## config.mk

```make
export PLATFORM = sky130hd
export DESIGN_NAME = debug_ctrlr_flat
export DESIGN_NICKNAME = d
export VERILOG_FILES = /design/src/rtl/debug_ctrlr_pkg.sv /design/src/rtl/debug_ctrlr_if.sv /design/src/rtl/debug_ctrlr_bp_table.sv /design/src/rtl/debug_ctrlr.sv /design/src/flat_wrapper.sv
export SDC_FILE = /design/constraint.sdc
export NUM_CORES = 1
export LEC_CHECK = 0
export BUFFER_PORTS_ARGS = -buffer_cell sky130_fd_sc_hd__clkbuf_2
export CAP_MARGIN = 25
export CORE_UTILIZATION = 35
export CTS_BUF_LIST = sky130_fd_sc_hd__clkbuf_16
export CTS_CLUSTER_DIAMETER = 60
export CTS_CLUSTER_SIZE = 12
export DETAILED_ROUTE_END_ITERATION = 10
export GPL_ROUTABILITY_DRIVEN = 0
export SLEW_MARGIN = 25
export SYNTH_ARGS = -nofsm -noshare
export SYNTH_HDL_FRONTEND = slang
export SYNTH_SLANG_ARGS = --single-unit
```

## constraint.sdc

```tcl
create_clock -name clk -period 16.8 [get_ports clk]
set_input_delay 0 -clock clk [delete_from_list [all_inputs] [get_ports clk]]
set_output_delay 0 -clock clk [all_outputs]
set_load 0.005 [all_outputs]
```

## src/rtl/debug_ctrlr_pkg.sv

```systemverilog
// Shared types for the debug controller: command codes, FSM states,
// the latched command record and the STATUS word layout.
package debug_ctrlr_pkg;

    typedef enum logic [3:0] {
        NONE   = 4'd0,
        PAUSE  = 4'd1,
        RESUME = 4'd2,
        RESET  = 4'd3,
        STATUS = 4'd4,
        MEM_RD = 4'd5,
        MEM_WR = 4'd6,
        REG_RD = 4'd7,
        REG_WR = 4'd8,
        BP_ADD = 4'd9,
        BP_RM  = 4'd10
    } debug_fn_e;

    typedef enum logic [2:0] {
        S_IDLE,
        S_EXEC,
        S_WAIT_PAUSE,
        S_MEM_WAIT,
        S_RST_HOLD,
        S_DONE
    } ctrl_state_e;

    // Command as captured from the decoder; fn is kept raw so undefined
    // codes survive the latch and can be rejected in EXEC.
    typedef struct packed {
        logic [3:0]  fn;
        logic [31:0] addr;
        logic [31:0] data;
    } dbg_cmd_t;

    // STATUS word field positions
    localparam int ST_PAUSED  = 0;
    localparam int ST_FULL    = 1;
    localparam int ST_CNT_LSB = 4;

    function automatic logic [31:0] status_word(input logic [3:0] cnt,
                                                input logic       full,
                                                input logic       paused);
        logic [31:0] w;
        w                    = '0;
        w[ST_CNT_LSB +: 4]   = cnt;
        w[ST_FULL]           = full;
        w[ST_PAUSED]         = paused;
        return w;
    endfunction

endpackage

```

## src/rtl/debug_ctrlr_if.sv

```systemverilog
// Decoder <-> debug controller command channel. The decoder is the master
// (issues commands), the controller is the slave (returns result/status).
interface debug_ctrlr_if;
    logic [3:0]  debug_fn;
    logic [31:0] addr;
    logic [31:0] d_in;
    logic        out_valid;
    logic        ctrlr_busy;
    logic [31:0] d_rd;
    logic        cmd_err;

    modport master (
        output debug_fn, addr, d_in, out_valid,
        input  ctrlr_busy, d_rd, cmd_err
    );

    modport slave (
        input  debug_fn, addr, d_in, out_valid,
        output ctrlr_busy, d_rd, cmd_err
    );
endinterface

```

## src/rtl/debug_ctrlr_bp_table.sv

```systemverilog
// PC breakpoint table: add into the lowest free slot, remove by value,
// and a combinational match of the live MCU PC against all valid entries.
module bp_table #(
    parameter  int N_BP = 8,
    localparam int CW   = $clog2(N_BP + 1)
) (
    input  logic          clk,
    input  logic          reset,
    input  logic          add_en,
    input  logic          rm_en,
    input  logic [31:0]   op_addr,
    input  logic [31:0]   pc,
    output logic          hit,
    output logic          full,
    output logic          add_err,
    output logic          rm_err,
    output logic [CW-1:0] count
);

    logic [N_BP-1:0]        vld_q, vld_nxt;
    logic [N_BP-1:0][31:0]  pc_q;
    logic [N_BP-1:0]        match_pc, match_op, free_oh;
    logic                   dup;

    // per-entry compare against the MCU PC and against the command operand
    always_comb begin
        for (int i = 0; i < N_BP; i++) begin
            match_pc[i] = vld_q[i] && (pc_q[i] == pc);
            match_op[i] = vld_q[i] && (pc_q[i] == op_addr);
        end
    end

    // one-hot of the lowest invalid slot (all zero when full)
    always_comb begin
        logic found;
        free_oh = '0;
        found   = 1'b0;
        for (int i = 0; i < N_BP; i++) begin
            if (!vld_q[i] && !found) begin
                free_oh[i] = 1'b1;
                found      = 1'b1;
            end
        end
    end

    // population count of valid entries
    always_comb begin
        count = '0;
        for (int i = 0; i < N_BP; i++)
            count = count + CW'(vld_q[i]);
    end

    assign dup     = |match_op;
    assign hit     = |match_pc;
    assign full    = &vld_q;
    // a duplicate add succeeds even when the table is full
    assign add_err = full && !dup;
    assign rm_err  = !dup;

    // next valid vector for add/remove
    always_comb begin
        vld_nxt = vld_q;
        if (add_en && !dup)
            vld_nxt = vld_q | free_oh;
        else if (rm_en)
            vld_nxt = vld_q & ~match_op;
    end

    // table storage
    always_ff @(posedge clk or posedge reset) begin
        if (reset) begin
            vld_q <= '0;
            pc_q  <= '0;
        end else begin
            vld_q <= vld_nxt;
            for (int i = 0; i < N_BP; i++)
                if (add_en && !dup && free_oh[i])
                    pc_q[i] <= op_addr;
        end
    end

endmodule

```

## src/rtl/debug_ctrlr.sv

```systemverilog
// Debug controller: executes one decoded debug command at a time against
// the MCU (run control, memory, register file, breakpoints) and reports
// result/error back to the decoder.
module debug_ctrlr
    import debug_ctrlr_pkg::*;
#(
    parameter int N_BP        = 8,
    parameter int RST_CYCLES  = 4,
    parameter int MEM_TIMEOUT = 255
) (
    input  logic          clk,
    input  logic          reset,
    debug_ctrlr_if.slave  dbg,
    output logic          mcu_pause,
    input  logic          mcu_busy,
    output logic          mcu_reset,
    input  logic [31:0]   mcu_pc,
    output logic [31:0]   mem_addr,
    output logic [31:0]   mem_wdata,
    output logic          mem_we,
    output logic          mem_rd,
    input  logic [31:0]   mem_rdata,
    input  logic          mem_ack,
    output logic [4:0]    rf_addr,
    output logic [31:0]   rf_wdata,
    output logic          rf_we,
    input  logic [31:0]   rf_rdata
);

    localparam int CW  = $clog2(N_BP + 1);
    localparam int RCW = $clog2(RST_CYCLES + 1);
    localparam int TW  = $clog2(MEM_TIMEOUT + 1);

    ctrl_state_e    state_q, state_nxt;
    dbg_cmd_t       cmd_q;
    logic           busy_q, err_q, cmd_err_q;
    logic [31:0]    res_q, d_rd_q;
    logic [RCW-1:0] rst_cnt_q;
    logic [TW-1:0]  tmo_cnt_q;
    logic           paused_q, mask_q;
    logic [31:0]    resume_pc_q;

    logic           accept, exec, tmo_last, bp_add, bp_rm, hit_ok;
    logic           bp_hit, bp_full, bp_add_err, bp_rm_err;
    logic [CW-1:0]  bp_count;

    assign accept   = (state_q == S_IDLE) && dbg.out_valid;
    assign exec     = (state_q == S_EXEC);
    assign tmo_last = (tmo_cnt_q == TW'(MEM_TIMEOUT - 1));

    bp_table #(.N_BP(N_BP)) u_bp (
        .clk     (clk),
        .reset   (reset),
        .add_en  (bp_add),
        .rm_en   (bp_rm),
        .op_addr (cmd_q.addr),
        .pc      (mcu_pc),
        .hit     (bp_hit),
        .full    (bp_full),
        .add_err (bp_add_err),
        .rm_err  (bp_rm_err),
        .count   (bp_count)
    );

    // state register
    always_ff @(posedge clk or posedge reset) begin
        if (reset) state_q <= S_IDLE;
        else       state_q <= state_nxt;
    end

    // next-state logic
    always_comb begin
        state_nxt = state_q;
        case (state_q)
            S_IDLE:       if (dbg.out_valid) state_nxt = S_EXEC;
            S_EXEC: begin
                case (cmd_q.fn)
                    PAUSE:          state_nxt = paused_q ? S_DONE : S_WAIT_PAUSE;
                    RESET:          state_nxt = S_RST_HOLD;
                    MEM_RD, MEM_WR: state_nxt = paused_q ? S_MEM_WAIT : S_DONE;
                    default:        state_nxt = S_DONE;
                endcase
            end
            S_WAIT_PAUSE: if (!mcu_busy) state_nxt = S_DONE;
            S_MEM_WAIT:   if (mem_ack || tmo_last) state_nxt = S_DONE;
            S_RST_HOLD:   if (rst_cnt_q == '0) state_nxt = S_DONE;
            S_DONE:       state_nxt = S_IDLE;
            default:      state_nxt = S_IDLE;
        endcase
    end

    // one-cycle strobes issued from EXEC; mem/reg access gated on paused
    always_comb begin
        mem_rd    = exec && (cmd_q.fn == MEM_RD) && paused_q;
        mem_we    = exec && (cmd_q.fn == MEM_WR) && paused_q;
        rf_we     = exec && (cmd_q.fn == REG_WR) && paused_q && (cmd_q.addr[4:0] != 5'd0);
        bp_add    = exec && (cmd_q.fn == BP_ADD);
        bp_rm     = exec && (cmd_q.fn == BP_RM);
        mcu_reset = (state_q == S_RST_HOLD);
    end

    // command latch, execution bookkeeping and result registers; results
    // are registered out of DONE so busy falls one cycle after DONE
    always_ff @(posedge clk or posedge reset) begin
        if (reset) begin
            cmd_q     <= '0;
            busy_q    <= 1'b0;
            err_q     <= 1'b0;
            cmd_err_q <= 1'b0;
            res_q     <= '0;
            d_rd_q    <= '0;
            rst_cnt_q <= '0;
            tmo_cnt_q <= '0;
        end else begin
            cmd_err_q <= 1'b0;
            if (accept) begin
                cmd_q  <= '{fn: dbg.debug_fn, addr: dbg.addr, data: dbg.d_in};
                busy_q <= 1'b1;
                err_q  <= 1'b0;
                res_q  <= '0;
            end
            case (state_q)
                S_EXEC: begin
                    rst_cnt_q <= RCW'(RST_CYCLES - 1);
                    tmo_cnt_q <= '0;
                    case (cmd_q.fn)
                        NONE, PAUSE, RESUME, RESET: ;
                        STATUS: res_q <= status_word(4'(bp_count), bp_full, paused_q);
                        MEM_RD, MEM_WR, REG_WR: err_q <= !paused_q;
                        REG_RD: begin
                            err_q <= !paused_q;
                            if (paused_q) res_q <= rf_rdata;
                        end
                        BP_ADD: err_q <= bp_add_err;
                        BP_RM:  err_q <= bp_rm_err;
                        default: err_q <= 1'b1;
                    endcase
                end
                S_MEM_WAIT: begin
                    if (mem_ack) begin
                        if (cmd_q.fn == MEM_RD) res_q <= mem_rdata;
                    end else if (tmo_last) begin
                        err_q <= 1'b1;
                        res_q <= '0;
                    end else begin
                        tmo_cnt_q <= tmo_cnt_q + 1'b1;
                    end
                end
                S_RST_HOLD: rst_cnt_q <= rst_cnt_q - 1'b1;
                S_DONE: begin
                    busy_q    <= 1'b0;
                    cmd_err_q <= err_q;
                    d_rd_q    <= res_q;
                end
                default: ;
            endcase
        end
    end

    // a hit right after RESUME is masked until the PC moves off resume_pc
    assign hit_ok = !paused_q && bp_hit && !(mask_q && (mcu_pc == resume_pc_q));

    // run-control state; PAUSE/RESUME commands override a same-cycle hit
    always_ff @(posedge clk or posedge reset) begin
        if (reset) begin
            paused_q    <= 1'b0;
            mask_q      <= 1'b0;
            resume_pc_q <= '0;
        end else begin
            if (mask_q && (mcu_pc != resume_pc_q)) mask_q <= 1'b0;
            if (hit_ok) paused_q <= 1'b1;
            if (exec && (cmd_q.fn == PAUSE)) paused_q <= 1'b1;
            if (exec && (cmd_q.fn == RESUME)) begin
                paused_q    <= 1'b0;
                mask_q      <= 1'b1;
                resume_pc_q <= mcu_pc;
            end
        end
    end

    assign dbg.ctrlr_busy = busy_q;
    assign dbg.d_rd       = d_rd_q;
    assign dbg.cmd_err    = cmd_err_q;
    assign mcu_pause      = paused_q;
    assign mem_addr       = cmd_q.addr;
    assign mem_wdata      = cmd_q.data;
    assign rf_addr        = cmd_q.addr[4:0];
    assign rf_wdata       = cmd_q.data;

endmodule

```

## src/flat_wrapper.sv

```systemverilog
// flat-port wrapper written by rule: the top's interface ports become plain ports
module debug_ctrlr_flat import debug_ctrlr_pkg::*;
#(
    parameter int N_BP        = 8,
    parameter int RST_CYCLES  = 4,
    parameter int MEM_TIMEOUT = 255
)
  (clk, reset, mcu_pause, mcu_busy, mcu_reset, mcu_pc, mem_addr, mem_wdata, mem_we, mem_rd, mem_rdata, mem_ack, rf_addr, rf_wdata, rf_we, rf_rdata, dbg_debug_fn, dbg_addr, dbg_d_in, dbg_out_valid, dbg_ctrlr_busy, dbg_d_rd, dbg_cmd_err);
  debug_ctrlr_if dbg_i ();
  input  logic clk;
  input  logic reset;
  output logic mcu_pause;
  input  logic mcu_busy;
  output logic mcu_reset;
  input  logic [31:0] mcu_pc;
  output logic [31:0] mem_addr;
  output logic [31:0] mem_wdata;
  output logic mem_we;
  output logic mem_rd;
  input  logic [31:0] mem_rdata;
  input  logic mem_ack;
  output logic [4:0] rf_addr;
  output logic [31:0] rf_wdata;
  output logic rf_we;
  input  logic [31:0] rf_rdata;
  input wire logic [$bits(dbg_i.debug_fn)-1:0] dbg_debug_fn;
  input wire logic [$bits(dbg_i.addr)-1:0] dbg_addr;
  input wire logic [$bits(dbg_i.d_in)-1:0] dbg_d_in;
  input wire logic [$bits(dbg_i.out_valid)-1:0] dbg_out_valid;
  output wire logic [$bits(dbg_i.ctrlr_busy)-1:0] dbg_ctrlr_busy;
  output wire logic [$bits(dbg_i.d_rd)-1:0] dbg_d_rd;
  output wire logic [$bits(dbg_i.cmd_err)-1:0] dbg_cmd_err;
  assign dbg_i.debug_fn = dbg_debug_fn;
  assign dbg_i.addr = dbg_addr;
  assign dbg_i.d_in = dbg_d_in;
  assign dbg_i.out_valid = dbg_out_valid;
  assign dbg_ctrlr_busy = dbg_i.ctrlr_busy;
  assign dbg_d_rd = dbg_i.d_rd;
  assign dbg_cmd_err = dbg_i.cmd_err;
  debug_ctrlr #(.N_BP(N_BP), .RST_CYCLES(RST_CYCLES), .MEM_TIMEOUT(MEM_TIMEOUT)) u_core (.clk(clk), .reset(reset), .dbg(dbg_i), .mcu_pause(mcu_pause), .mcu_busy(mcu_busy), .mcu_reset(mcu_reset), .mcu_pc(mcu_pc), .mem_addr(mem_addr), .mem_wdata(mem_wdata), .mem_we(mem_we), .mem_rd(mem_rd), .mem_rdata(mem_rdata), .mem_ack(mem_ack), .rf_addr(rf_addr), .rf_wdata(rf_wdata), .rf_we(rf_we), .rf_rdata(rf_rdata));
endmodule
```

==> impl_metrics.json, run 1 <==
{
  "status": "finished, final reports clean",
  "r2r_cells": 13,
  "ys.flop_type": "dfrtp_1",
  "crit_arrival_ps": 4700,
  "grt_util_all_layers_pct": 22.9,
  "hold_buffers": 136,
  "cts_resized": 0,
  "dp_hpwl_microns": 58800,
  "core_area_sq_um": 74300,
  "synth-edff-count": 0,
  "max_freq_mhz": 237,
  "die_w_microns": 276,
  "yosys.area.top_type_share_pct": 42.6,
  "yosysWarnings": 0,
  "synthArstFlopShare_pct": 100,
  "hold_depth": 2,
  "crit_type": "flop to flop",
  "final_antenna_net_count": 0,
  "yosysTopAreaCell": "dfrtp_1",
  "drcViolationCount": 0,
  "num_vias": 18300,
  "grt_pass1_wl_microns": 128000,
  "setup.worst_path.start": "u_core.u_bp.vld_q[0]",
  "cts_made_buffers": 50,
  "syn_nets": 2293,
  "r2r-start": "u_core.u_bp.vld_q[0]",
  "setup_violations": 0,
  "firstDrtPassIters": 10,
  "clock_latency_ps": 620,
  "dieArea_sq_um": 76100,
  "leakagePower_nw": 13.2,
  "synthDistinctLibCells": 59,
  "ir_worst_vdd_uv": 103,
  "maxCapViolations": 0,
  "netlist_instances": 2110,
  "drive_gt1_share_pct": 34.5,
  "syn_area_sq_um": 26300,
  "area_delta_synth_final_pct": 15.7,
  "holdCritStartpoint": "mcu_pc[10]",
  "vias_per_cell": 5.38,
  "fin_crit_ps": 4220,
  "clock_skew_ps": 25.3,
  "mostFrequentLayoutCells": "dfrtp_1, xnor2_1, clkbuf_2",
  "worst_pin_slew_ps": 1030,
  "r2r_slack_ps": 12580,
  "stdcell_count": 3395,
  "slew-limit-headroom_pct": 30.5,
  "clock-sinks": 447,
  "grt_overflow": 0,
  "required_ps": 17280,
  "cp-start-kind": "flop",
  "ys_seq_area_share_pct": 42.6,
  "slew_violations": 0,
  "synth.area.top_cells": "dfrtp_1, mux2_4, xnor2_1",
  "hold_path_end": "u_core.resume_pc_q[10]",
  "cts_tree": "done",
  "rsz0062_at_grt": "false",
  "std_cell_rows": 100,
  "post-cts-setup-buffer-count": 0,
  "clkSlewWorstSetupHoldPaths_ps": 60,
  "antenna_found_initial": 1,
  "port_buffers": 308,
  "initial_utilization_pct": 35.3,
  "ys_ff_latch": 447,
  "tns_ps": 0,
  "cts_buffer_depth": 3,
  "drt_iter0_markers": 1325,
  "critPathCaptureType": "flop",
  "clockRootBuffer": "clkbuf_16",
  "grt_max_degree": 105,
  "final_common_cell": "dfrtp_1",
  "hold_class": "input port to flop",
  "finalCritPeriodShare_pct": 25.1,
  "nNetsFinal": 2586,
  "diodes": 0,
  "r2r_end": "u_core.res_q[5]",
  "wire_per_inst_microns": 26.3,
  "die_h_microns": 276,
  "dpl.cell_count": 3184,
  "syn_avg_cell_area_sq_um": 12.4,
  "wl_microns": 89200,
  "power_density_nw_per_um2": 160,
  "grt_pass1_vias": 18600,
  "htreeDepth": 2,
  "hold_violations": 0,
  "io_pins": 309,
  "crit_fanout": 6,
  "post-route-util_pct": 40.9,
  "power.total_mw": 4.85
}
==> kinds of logic (layout without fill, tap and decap cells) <==
logic type	Yosys count	after routing	share of synthesized area, %
XOR/XNOR	547	547	18.2
flip-flops	447	447	42.6
multiplexers	389	389	20.1
AND/OR/NAND/NOR	299	299	7.02
buffers and inverters	296	612	7.87
AO/OA/AOI/OAI	118	118	3.39
adder cells (fa/ha/maj)	14	14	0.781
==> metrics by stage <==
| step | cell area [sq um] | hold slack (ps) | setup WS [ps] |
|---|---|---|---|
| global route | 30400 | 95.1 | 12380 |
| finish | 30400 | 89.5 | 12580 |
| floorplan | 26300 | 117 | 4340 |
| CTS | 30400 | 71.5 | 12600 |
| detailed placement | 27500 | 214 | 12950 |
| global placement | 27500 | 210 | 13020 |
==> flip-flops by register name, indices dropped and copies added (netlist names), 8 cells and up <==
signal and flops:
u_core.tmo_cnt_q 8, u_core.u_bp.pc_q 256, u_core.u_bp.vld_q 8, u_core.mem_wdata 32, u_core.dbg.d_rd 32, u_core.mem_addr 32
u_core.resume_pc_q 32, u_core.res_q 32
==> power breakdown <==
| group | internal (mW) | switching (mW) |
|---|---|---|
| Clock | 0.580 | 0.472 |
| Sequential | 1.38 | 0.331 |
| Combinational | 0.979 | 1.11 |
| Total | 2.94 | 1.92 |
==> cell usage after synthesis, drive strengths merged (3+ instances only) <==
cell,instances
a221o,6
inv,42
nor2b,5
a21oi,11
mux2,387
fa,4
nor2,21
nand2b,7
a22oi,22
buf,191
clkbuf,63
ha,10
a222oi,17
xor2,136
o22ai,6
o21ai,29
nand4,111
nand2,33
o31ai,7
dfrtp,447
nor4,58
nor4b,4
xnor2,411
o2111ai,3
nand3,29
nor3,20
==> metal layers <==
metal	routed length, microns	vias to the layer above	track usage, %
met3	5850	231	4.36
met2	42400	781	36.6
met1	36100	9468	29.3
met5	16	-	0
met4	4820	2	12.0
li1	-	7769	-
==> critical path: stages (launching register included) <==
cell and delay (ps):
dfrtp_1 480, inv_1 180, fa_1 580, fa_1 430, fa_1 460, inv_1 70, ha_1 150, inv_1 60
fa_1 540, inv_1 50, a22oi_1 180, nor2_1 60, a221o_1 290, dlygate4sd3_1 560
==> worst max-delay path by stage <==
stage | end | slack (ps) | cells past startpoint
final | u_core.res_q[5] | 12580 | 13
after floorplan | u_core.cmd_q[64] | 4340 | 1
after detailed placement | u_core.u_bp.pc_q[207] | 12950 | 9
after global routing | u_core.res_q[5] | 12380 | 13
after CTS | u_core.res_q[5] | 12600 | 13
after global placement | u_core.u_bp.pc_q[237] | 13020 | 9
==> final cells by class <==
class | instances | area [sq um]
fill | 7037 | 43900
clock buffer | 51 | 1280
clock inverter | 24 | 220
multi-input combinational | 1367 | 13000
inverter | 42 | 165
sequential | 447 | 11200
tap | 969 | 1210
timing repair buffer | 495 | 3300
No activity file was read; power rests on OpenSTA's default activity.
==> run 2, diff against run 1 <==
Clock period 16.8 ns to 3.5 ns, I/O delays scaled along.
==> impl_metrics.json, run 2 (synthesis results as in run 1) <==
{
  "grt_overflow": 0,
  "nNetsFinal": 2669,
  "maxCapViolations": 0,
  "clkSlewWorstSetupHoldPaths_ps": 60,
  "hold_violations": 0,
  "status": "finished, final reports clean",
  "cp-start-kind": "flop",
  "vias_per_cell": 5.35,
  "ir_worst_vdd_uv": 367,
  "wl_microns": 91400,
  "num_vias": 18600,
  "seqCellArea_sq_um": 11200,
  "initial_utilization_pct": 35.3,
  "core_area_sq_um": 74300,
  "final_common_cell": "dfrtp_1",
  "diodes": 0,
  "antenna_found_initial": 2,
  "slowest_stage": "dfrtp_1",
  "path_depth": 10,
  "die_w_microns": 276,
  "clockRootBuffer": "clkbuf_16",
  "required_ps": 4010,
  "crit_fanout": 9,
  "crit_chain": "buf_4 > xnor2_1 > nand4_1 > nor4_1 > nand3_2 > o2111ai_4 > buf_4 > nor4_4 > buf_4 > mux2_2",
  "cts_made_buffers": 52,
  "slew-limit-headroom_pct": 46.0,
  "clock_latency_ps": 640,
  "drive_gt1_share_pct": 36.9,
  "firstDrtPassIters": 9,
  "dp_hpwl_microns": 62300,
  "critPathCaptureType": "flop",
  "dieArea_sq_um": 76100,
  "grt_max_degree": 112,
  "std_cell_rows": 100,
  "power.total_mw": 24.4,
  "drcViolationCount": 0,
  "rsz0062_at_grt": "true",
  "die_h_microns": 276,
  "finalCritPeriodShare_pct": 97.9,
  "grt_pass1_wl_microns": 129000,
  "place_area_sq_um": 28600,
  "largest-register": "u_core.u_bp.pc_q",
  "grt_pass1_vias": 18700,
  "drt_iter0_markers": 1625,
  "multi_input_area_sq_um": 13000,
  "slew_violations": 0,
  "crit_arrival_ps": 3940,
  "n_fill_cell": 6912,
  "postLayoutCellArea_sq_um": 31700,
  "final_antenna_net_count": 0,
  "fin_crit_ps": 3430,
  "crit_type": "flop to flop",
  "cts_tree": "done",
  "r2r_cells": 10,
  "slowest_delay_ps": 750,
  "io_pins": 309,
  "mostFrequentLayoutCells": "dfrtp_1, xnor2_1, clkbuf_2",
  "setup_violations": 0,
  "grt_util_all_layers_pct": 23.3,
  "cp_common_cell": "buf_4",
  "hold_class": "input port to async pin",
  "clock-sinks": 447,
  "area_delta_synth_final_pct": 20.5,
  "wire_per_inst_microns": 26.2,
  "largest_register_ffs": 256,
  "htreeDepth": 2,
  "max_freq_mhz": 292,
  "cp_num_buf_inv": 3,
  "power_density_nw_per_um2": 770,
  "clock_skew_ps": 46.7,
  "port_buffers": 308,
  "leakagePower_nw": 13.9,
  "cts_buffer_depth": 3,
  "path_delay_family": "simple AND/OR/NAND/NOR gates",
  "worst_pin_slew_ps": 804
}
==> run 2: area by class of cell <==
type / instances / area share, %
Sequential cell: 447 / 35.3
Inverter: 42 / 0.510
Clock buffer: 53 / 4.19
Clock inverter: 29 / 0.913
Multi-Input combinational cell: 1367 / 41.2
Tap cell: 969 / 3.83
Timing Repair Buffer: 576 / 14.0
==> run 2: worst paths after layout <==
kind | startpoint | slack [ps] | end
worst max-delay path | u_core.mem_addr[15] | 70 | u_core.u_bp.pc_q[127]
worst min-delay path | reset | 70 | u_core.dbg.ctrlr_busy
worst max register to register | u_core.mem_addr[15] | 70 | u_core.u_bp.pc_q[127]
worst min register to register | u_core.rst_cnt_q[0] | 470 | u_core.rst_cnt_q[0]
max in group asynchronous | reset | 2290 | u_core.u_bp.pc_q[235]
min in group clk | mcu_pc[21] | 70 | u_core.resume_pc_q[21]
==> run 2: power breakdown <==
group / switching, mW / leakage (nW) / internal, mW
Clock: 2.38 / 0.816 / 2.98
Combinational: 5.44 / 7.18 / 5.29
Sequential: 1.67 / 5.93 / 6.62
Total: 9.49 / 13.9 / 14.9
==> run 2: worst min-delay path: cells and delay by family <==
kind	cells	cell delay, ps
buffers and inverters	3	1160
==> run 2: repair_timing <==
action                     in CTS  in global routing
setup endpoints to repair       0                 10
buffers inserted                0                  1
resized for setup               0                  7
hold endpoints to repair      135                  2
hold buffers                  136                  2
==> run 2: layer usage <==
metal,share of wire [%],vias up,global-route usage (%)
met3,8.4,245,6.43
li1,-,7939,-
met4,5.0,4,10.7
met1,40,9543,30.0
met5,0.025,-,0
met2,46,889,36.4
==> run 2: stage by stage <==
stage / setup TNS (ps) / util (%) / setup slack [ps] / cells / hold WS [ps]
2_1_floorplan: -1136790 / - / -2540 / 2110 / 117
3_3_place_gp: 0 / 38.5 / 142 / 3262 / 178
3_5_place_dp: 0 / 38.5 / 119 / 3262 / 158
4_1_cts: 0 / 42.5 / 14.0 / 3480 / 52.0
5_1_grt: -24.7 / 42.6 / -24.7 / 3483 / 65.8
6_report: 0 / 42.6 / 72.0 / 3483 / 69.4
==> run 3, diff against run 2 <==
Settings changed: REMOVE_ABC_BUFFERS set to 1.
Clock period 3.5 ns to 4.2 ns, I/O delays scaled along.
==> impl_metrics.json, run 3 (synthesis results as in run 1) <==
{
  "status": "finished, final reports clean",
  "nNetsFinal": 2613,
  "cts_made_buffers": 54,
  "dp_hpwl_microns": 57800,
  "crit_arrival_ps": 4400,
  "setup_violations": 0,
  "clock_skew_ps": 40.7,
  "grt_max_degree": 123,
  "clockRootBuffer": "clkbuf_16",
  "largest_register_ffs": 256,
  "cts_buffer_depth": 3,
  "ir_worst_vdd_uv": 424,
  "drt_iter0_markers": 1468,
  "slowest_stage": "fa_1",
  "vias_per_cell": 5.29,
  "required_ps": 4720,
  "std_cell_rows": 100,
  "clock_latency_ps": 640,
  "antenna_found_initial": 2,
  "htreeDepth": 2,
  "maxCapViolations": 0,
  "final_antenna_net_count": 0,
  "mostFrequentLayoutCells": "dfrtp_1, xnor2_1, clkbuf_2",
  "wl_microns": 87000,
  "cts_tree": "done",
  "initial_utilization_pct": 35.3,
  "crit_type": "flop to flop",
  "slew_violations": 0,
  "clock-sinks": 447,
  "hold_path_end": "u_core.resume_pc_q[16]",
  "slowest_delay_ps": 660,
  "setup_ws_ps": 317,
  "r2r_cells": 10,
  "firstDrtPassIters": 5,
  "r2r_end": "u_core.res_q[7]",
  "crit_fanout": 6,
  "r2r_slack_ps": 320,
  "hold_violations": 0,
  "drcViolationCount": 0,
  "final_common_cell": "dfrtp_1",
  "preCtsSetupSlack_ps": 449,
  "post-route-util_pct": 41.6,
  "die_w_microns": 276,
  "grt_pass1_vias": 18700,
  "leakagePower_nw": 13.5,
  "crit_chain": "inv_1 > fa_1 > fa_1 > fa_1 > inv_1 > ha_1 > a21o_1 > a32oi_1 > o221ai_1 > dlygate4sd3_1",
  "finalCritPeriodShare_pct": 92.4,
  "max_freq_mhz": 258,
  "diodes": 0,
  "stdcell_count": 3431,
  "critPathCaptureType": "flop",
  "io_pins": 309,
  "grt_util_all_layers_pct": 22.3,
  "die_h_microns": 276,
  "tns_ps": 0,
  "core_area_sq_um": 74300,
  "cp_common_cell": "fa_1",
  "slew-limit-headroom_pct": 26.8,
  "clkSlewWorstSetupHoldPaths_ps": 60,
  "hold_class": "input port to flop",
  "r2r-start": "u_core.u_bp.vld_q[0]",
  "dieArea_sq_um": 76100,
  "worst_pin_slew_ps": 1100,
  "fin_crit_ps": 3880,
  "port_buffers": 308,
  "area_delta_synth_final_pct": 17.9,
  "largest-register": "u_core.u_bp.pc_q",
  "rsz0062_at_grt": "false",
  "n_fill_cell": 6930,
  "holdCritStartpoint": "mcu_pc[16]",
  "cp-start-kind": "flop",
  "power_density_nw_per_um2": 638,
  "grt_pass1_wl_microns": 124000,
  "num_vias": 18100,
  "wire_per_inst_microns": 25.4,
  "dpl.cell_count": 3205,
  "grt_overflow": 0,
  "hold_depth": 2,
  "power.total_mw": 19.7,
  "drive_gt1_share_pct": 35.5
}
## run 3: cell types whose count changed in the layout (fill, tap and decap cells not counted), moves of 2 or more
| cell | change |
|---|---|
| clkinv_4 | +2 |
| bufinv_16 | -2 |
| dfrtp_1 | -3 |
| buf_12 | -25 |
| inv_1 | +3 |
| inv_2 | -3 |
| buf_4 | -33 |
| clkinvlp_4 | +3 |
| inv_6 | +2 |
| dfrtp_2 | +3 |
## run 3: area by class of cell
| type | count | area (sq um) | area share [%] |
|---|---|---|---|
| Multi-Input combinational cell | 1367 | 13000 | 42.1 |
| Sequential cell | 447 | 11200 | 36.1 |
| Timing Repair Buffer | 518 | 3720 | 12.0 |
| Clock buffer | 54 | 1350 | 4.37 |
| Tap cell | 969 | 1210 | 3.92 |
| Clock inverter | 34 | 294 | 0.950 |
| Inverter | 42 | 165 | 0.534 |
## run 3: report_power, final
part	internal, mW	switching [mW]
registers	5.51	1.68
clock network	2.43	2.05
logic	4.11	3.96
total	12.1	7.69
## run 3: repair_timing
| action | 4_1_cts | 5_1_grt |
|---|---|---|
| buffers inserted | 0 | 0 |
| endpoints found under the hold margin | 227 | 37 |
| resized for setup | 0 | 0 |
| hold buffers | 136 | 1 |
## run 3: worst max-delay path: cells and delay by family (launching register included)
family	cells	cell delay, ps
AO/OA/AOI/OAI	3	630
adder cells (fa/ha/maj)	4	1790
flip-flops	1	510
buffers and inverters	3	850
## run 3: worst max path at each step
stage                                 end  slack, ps            startpoint  cells after the start
finish                    u_core.res_q[7]        320  u_core.u_bp.vld_q[0]                     10
CTS                       u_core.res_q[7]        360  u_core.u_bp.vld_q[0]                     10
detailed placement  u_core.u_bp.pc_q[206]        450    u_core.mem_addr[5]                     10
floorplan                u_core.cmd_q[64]      -8260                 reset                      1
global route              u_core.res_q[7]        240  u_core.u_bp.vld_q[0]                     10
global placement    u_core.u_bp.pc_q[195]        500    u_core.mem_addr[5]                     10
## run 3: metrics by stage
stage          hold slack [ps]  instance area [sq um]
5_1_grt                   76.2                  31000
4_1_cts                   54.2                  30900
3_3_place_gp               212                  27900
2_1_floorplan              117                  24400
6_report                  85.0                  31000
3_5_place_dp               217                  27900
## run 3: routing by layer
| layer | share of wire [%] | track usage [%] | routed length, microns | vias up |
|---|---|---|---|---|
| met5 | 0 | 0 | 0 | - |
| met2 | 45 | 35.0 | 39200 | 848 |
| met1 | 41 | 28.6 | 35900 | 9250 |
| met3 | 8.9 | 6.00 | 7730 | 206 |
| li1 | - | - | - | 7834 |
| met4 | 4.8 | 10.1 | 4150 | 0 |
